==> src/rtl/mips_timer_io.sv <==
// Memory-mapped prescaled down-counter timer on the CPU data port.
// Combinational decode and read-back; all timer state lives in flops, irq included.
module mips_timer_io #(
    parameter logic [31:0] BASE       = 32'hFFFF0000,
    parameter int          PRESCALE_W = 16
) (
    input  logic        clk,
    input  logic        reset,
    input  logic [31:0] memaddr,
    input  logic        memwrite,
    input  logic [31:0] memwritedata,
    output logic        hit,
    output logic [31:0] readdata,
    output logic        irq
);

    localparam logic [2:0] OFF_CTRL     = 3'd0;
    localparam logic [2:0] OFF_LOAD     = 3'd1;
    localparam logic [2:0] OFF_COUNT    = 3'd2;
    localparam logic [2:0] OFF_STATUS   = 3'd3;
    localparam logic [2:0] OFF_PRESCALE = 3'd4;

    logic [2:0]            r_ctrl;
    logic [31:0]           r_load;
    logic [31:0]           r_count;
    logic                  r_expired;
    logic [PRESCALE_W-1:0] r_prescale;
    logic [PRESCALE_W-1:0] r_pcnt;
    logic                  r_irq;

    logic                  w_hit;
    logic [2:0]            w_off;
    logic                  w_wr;
    logic                  w_wr_ctrl;
    logic                  w_wr_load;
    logic                  w_wr_count;
    logic                  w_wr_status;
    logic                  w_wr_prescale;
    logic                  w_tick;
    logic                  w_expire;
    logic                  w_unused_addr;

    logic [2:0]            w_ctrl_next;
    logic [31:0]           w_load_next;
    logic [31:0]           w_count_next;
    logic                  w_expired_next;
    logic [PRESCALE_W-1:0] w_prescale_next;
    logic [PRESCALE_W-1:0] w_pcnt_next;
    logic                  w_irq_next;

    // Address decode and per-register write strobes; byte-lane bits are don't-care.
    always_comb begin
        w_hit         = (memaddr[31:5] == BASE[31:5]);
        w_off         = memaddr[4:2];
        w_wr          = memwrite & w_hit;
        w_wr_ctrl     = w_wr & (w_off == OFF_CTRL);
        w_wr_load     = w_wr & (w_off == OFF_LOAD);
        w_wr_count    = w_wr & (w_off == OFF_COUNT);
        w_wr_status   = w_wr & (w_off == OFF_STATUS);
        w_wr_prescale = w_wr & (w_off == OFF_PRESCALE);
        w_unused_addr = ^memaddr[1:0];
    end

    // Prescaler compare and terminal-count detection.
    always_comb begin
        w_tick   = r_ctrl[0] & (r_pcnt == r_prescale);
        w_expire = w_tick & (r_count == 32'd0);
    end

    // Next-state for all registers; CPU writes take priority over timer updates
    // except that an expiry beats a same-cycle W1C of EXPIRED.
    always_comb begin
        w_ctrl_next     = r_ctrl;
        w_load_next     = r_load;
        w_count_next    = r_count;
        w_expired_next  = r_expired;
        w_prescale_next = r_prescale;
        w_pcnt_next     = r_pcnt;
        w_irq_next      = 1'b0;

        if (w_wr_ctrl) begin
            w_ctrl_next = memwritedata[2:0];
        end else if (w_expire && !r_ctrl[1]) begin
            w_ctrl_next = {r_ctrl[2:1], 1'b0};
        end else begin
            w_ctrl_next = r_ctrl;
        end

        if (w_wr_load) begin
            w_load_next = memwritedata;
        end else begin
            w_load_next = r_load;
        end

        if (w_wr_count) begin
            w_count_next = memwritedata;
        end else if (w_tick) begin
            if (r_count != 32'd0) begin
                w_count_next = r_count - 32'd1;
            end else if (r_ctrl[1]) begin
                w_count_next = r_load;
            end else begin
                w_count_next = 32'd0;
            end
        end else begin
            w_count_next = r_count;
        end

        if (w_expire) begin
            w_expired_next = 1'b1;
        end else if (w_wr_status && memwritedata[0]) begin
            w_expired_next = 1'b0;
        end else begin
            w_expired_next = r_expired;
        end

        if (w_wr_prescale) begin
            w_prescale_next = memwritedata[PRESCALE_W-1:0];
        end else begin
            w_prescale_next = r_prescale;
        end

        // A tick or a shrunken PRESCALE (pcnt past the compare) both restart at 0.
        if (!r_ctrl[0] || !w_ctrl_next[0]) begin
            w_pcnt_next = '0;
        end else if (r_pcnt >= r_prescale) begin
            w_pcnt_next = '0;
        end else begin
            w_pcnt_next = r_pcnt + PRESCALE_W'(1);
        end

        w_irq_next = w_expired_next & w_ctrl_next[2];
    end

    // Timer state registers.
    always_ff @(posedge clk or negedge reset) begin
        if (!reset) begin
            r_ctrl     <= 3'd0;
            r_load     <= 32'd0;
            r_count    <= 32'd0;
            r_expired  <= 1'b0;
            r_prescale <= '0;
            r_pcnt     <= '0;
            r_irq      <= 1'b0;
        end else begin
            r_ctrl     <= w_ctrl_next;
            r_load     <= w_load_next;
            r_count    <= w_count_next;
            r_expired  <= w_expired_next;
            r_prescale <= w_prescale_next;
            r_pcnt     <= w_pcnt_next;
            r_irq      <= w_irq_next;
        end
    end

    // Combinational read mux; the system mux only looks at it when hit is high.
    always_comb begin
        readdata = 32'd0;
        if (w_hit) begin
            case (w_off)
                OFF_CTRL:     readdata = {29'd0, r_ctrl};
                OFF_LOAD:     readdata = r_load;
                OFF_COUNT:    readdata = r_count;
                OFF_STATUS:   readdata = {31'd0, r_expired};
                OFF_PRESCALE: readdata = 32'(r_prescale);
                default:      readdata = 32'd0;
            endcase
        end else begin
            readdata = 32'd0;
        end
    end

    assign hit = w_hit;
    assign irq = r_irq;

endmodule

==> config.mk <==
export PLATFORM = sky130hd
export DESIGN_NAME = mips_timer_io
export DESIGN_NICKNAME = d
export VERILOG_FILES = /design/src/rtl/mips_timer_io.sv
export SDC_FILE = /design/constraint.sdc
export NUM_CORES = 1
export LEC_CHECK = 0
export BUFFER_PORTS_ARGS = -buffer_cell sky130_fd_sc_hd__buf_4
export CAP_MARGIN = 10
export CORE_MARGIN = 1
export CORE_UTILIZATION = 58
export CTS_CLUSTER_DIAMETER = 120
export CTS_CLUSTER_SIZE = 16
export DETAILED_ROUTE_END_ITERATION = 6
export GPL_TIMING_DRIVEN = 0
export PLACE_DENSITY = 0.85
export SYNTH_ARGS = -nofsm -noshare
export SYNTH_HDL_FRONTEND = slang
export SYNTH_SLANG_ARGS = --single-unit
==> constraint.sdc <==
create_clock -name clk -period 3.6 [get_ports clk]
set_clock_uncertainty 0.1 [all_clocks]
set_input_delay 0.18 -clock clk [delete_from_list [all_inputs] [get_ports clk]]
set_output_delay 0.18 -clock clk [all_outputs]
set_load 0.01 [all_outputs]
==> flow_metrics.env <==
export IMPL_maxCapViolCount=0
export IMPL_cts_root_buffer="clkbuf_8"
export IMPL_die_width_um=107.2
export IMPL_cp_top_family="simple AND/OR/NAND/NOR gates"
export IMPL_outcome="finished, final reports clean"
export IMPL_ant_nets=0
export IMPL_ys_seq_area_share_pct=39.39
export IMPL_gp_congestion=0.9231
export IMPL_pre_cts_ws_ns=0.3930
export IMPL_wl_mm=19.21
export IMPL_synth_edff_count=0
export IMPL_cts_max_path_buffers=2
export IMPL_slew_headroom_pct=41.92
export IMPL_start_kind="flip-flop"
export IMPL_final_cells=998
export IMPL_timing_fmax_ghz=0.2961
export IMPL_path_class="reg -> reg"
export IMPL_dp_final_hpwl_mm=13.64
export IMPL_yosys_cell_types_count=60
export IMPL_cp_end_kind="flip-flop"
export IMPL_diodes=0
export IMPL_critPathBufInv=3
export IMPL_hold_class="in -> reg"
export IMPL_grt_util_all_layers_pct=34.54
export IMPL_finalCoreUtilization_pct=73.06
export IMPL_antenna_found_initial=0
export IMPL_crit_chain="inv_1, ha_1, or4b_2, nor4_2, nor4b_4, buf_2, buf_2, nor2_1, a311oi_1, o22ai_1"
export IMPL_critical_path_max_stage_delay_ns=0.60
export IMPL_critPathSlowestCell="or4b_2"
export IMPL_initial_utilization_pct=59.45
export IMPL_post_dp_cell_area_um2=7312
export IMPL_power_density_nw_per_um2=263.5
export IMPL_cts_tree="yes"
export IMPL_async_flop_share_pct=100.0
export IMPL_hold_violations=0
export IMPL_timing_hold_ws_ns=0.1705
export IMPL_avgRoutedWirePerCell_um=19.24
export IMPL_vias=6246
export IMPL_drc=0
export IMPL_clock_latency_ns=0.40
export IMPL_synth_area_top_cells="dfrtp_1, mux2_2, nor2_1, a22oi_1, ha_1"
export IMPL_io_buffers=96
export IMPL_htreeDepth=3
export IMPL_grt_first_pass_wirelength_mm=30.58
export IMPL_vdd_ir_drop_max_mv=0.2272
export IMPL_avgViaCountPerCell=6.259
export IMPL_setup_slack_ns=0.2224
export IMPL_critPathArrivalTime_ns=3.54
export IMPL_die_h_um=107.2
export IMPL_cts_reportedPaths_clkPinSlew_ns=0.09
export IMPL_gr_total_overflow=0
export IMPL_final_nets=939
export IMPL_syn_to_final_growth_pct=22.89
export IMPL_core_area_um2=10790
export IMPL_numCtsBuffers=9
export IMPL_layout_drive_gt1_share_pct=21.68
export IMPL_min_period_over_period_pct=93.82
export IMPL_finalSetupTns_ns=0
export IMPL_syn_area_per_cell_um2=9.011
export IMPL_worstMarginPinSlew_ns=0.8694
export IMPL_firstDrtPassIters=5
export IMPL_placedCellCount=948
export IMPL_io_pins=101
export IMPL_netlist_instances=712
export IMPL_crit_fanout=10
export IMPL_syn_num_nets=798
export IMPL_synth_top_area_share_pct=39.39
export IMPL_maxSlewViolCount=0
export IMPL_rsz0062_at_grt="no"
export IMPL_design_area_um2=7885
export IMPL_dominantRegCellSynth="dfrtp_1"
export IMPL_crit_top_cell="buf_2"
export IMPL_yosysWarnings=0
export IMPL_yosys_area_top_type="dfrtp_1"
export IMPL_critPathRequiredTime_ns=3.76
export IMPL_fillers=816
export IMPL_die_area_um2=11490
export IMPL_ys_seq_elements=101
export IMPL_setup_viol=0
export IMPL_num_rows=38
export IMPL_grt_pass1_vias=6149
export IMPL_yosysMostFrequentCell="nor2_1"
export IMPL_grt_max_degree=102
export IMPL_cts_sinks=101
export IMPL_power_total_mw=2.078
export IMPL_leakagePower_nw=3.537
export IMPL_synth_cell_area_um2=6416
export IMPL_post_route_min_period_ns=3.378
export IMPL_drt_iter0_drc=582
export IMPL_synthTopCellsByCount="nor2_1, dfrtp_1, mux2_2"
## registers in the layout, indices dropped and copies added (netlist names)
| name | count |
|---|---|
| r_prescale | 16 |
| irq | 1 |
| r_pcnt | 16 |
| r_load | 32 |
| r_expired | 1 |
| r_ctrl | 3 |
| r_count | 32 |
## metal layers
| metal | track usage [%] | up-vias | wire length, µm |
|---|---|---|---|
| met4 | 14.97 | 0 | 580 |
| met2 | 57.33 | 311 | 9424 |
| met5 | 0 | - | 0 |
| li1 | - | 2865 | - |
| met3 | 6.261 | 50 | 1485 |
| met1 | 44.10 | 3020 | 7715 |
## path summary, 6_finish.rpt
check                                  end       start  slack, ns  cells after the start
worst max-delay path            r_count[1]  r_count[0]       0.22                     10
min in group asynchronous        r_ctrl[2]       reset       0.24                      3
worst max register to register  r_count[1]  r_count[0]       0.22                     10
max in group asynchronous       r_load[23]       reset       2.70                      3
worst min-delay path             r_expired    memwrite       0.17                      4
worst min register to register   r_ctrl[2]   r_ctrl[2]       0.42                      2
## cell families after synthesis
group	count (synthesis)	share of synthesized area, %
fa+ha+maj	19	3.705
flops	101	39.39
simple gates	270	21.61
xor+xnor	36	4.914
compound gates	158	16.26
buf+inv	80	5.597
mux	48	8.522
## layout make-up
| class | instances | area, µm² | area share [%] |
|---|---|---|---|
| Clock buffer | 13 | 168.9 | 2.142 |
| Buffer | 50 | 246.5 | 3.126 |
| Inverter | 30 | 112.6 | 1.428 |
| Timing Repair Buffer | 130 | 1082 | 13.73 |
| Clock inverter | 3 | 42.54 | 0.5395 |
| Multi-Input combinational cell | 531 | 3530 | 44.76 |
| Sequential cell | 101 | 2527 | 32.05 |
| Tap cell | 140 | 175.2 | 2.222 |
## report_power, final
group	internal (mW)	switching (mW)	leakage (nW)
sequential	1.13	0.000000360	1.38
combinational	0.0821	0.0814	2.05
clock	0.378	0.403	0.106
## timing repair
action / 4_1_cts / 5_1_grt
endpoints found under the hold margin: 73 / 101
hold buffers: 32 / 1
setup buffers: 0 / 0
endpoints found under the setup margin: 0 / 0
resized for setup: 0 / 0
## worst min-delay path, stage by stage
cell	delay, ns
buf_4	0.12
nand4_1	0.12
o21ai_0	0.10
o21ai_1	0.10
## layout by cell type (no fill, tap or decap), types with 5 or more instances in the layout
master,netlist,routed
clkbuf_8,0,12
nor3_1,22,22
nor2_1,106,106
buf_4,1,96
buf_2,7,7
a311oi_1,9,9
buf_6,4,5
inv_1,30,30
a22oi_1,34,34
a21oi_1,31,31
xnor2_1,17,17
xor2_1,19,19
dlygate4sd3_1,0,33
or4_1,5,5
dfrtp_1,101,101
nand2_1,37,37
nor2b_1,6,6
clkbuf_1,36,37
and3_1,12,12
ha_1,19,19
o21ai_0,33,33
a221oi_1,10,10
mux2_2,43,43
o22ai_1,17,17
nor4_1,9,9
nand3_1,20,20
nand4_1,15,15
nand2b_1,7,7
(Power assumes the default switching activity.)
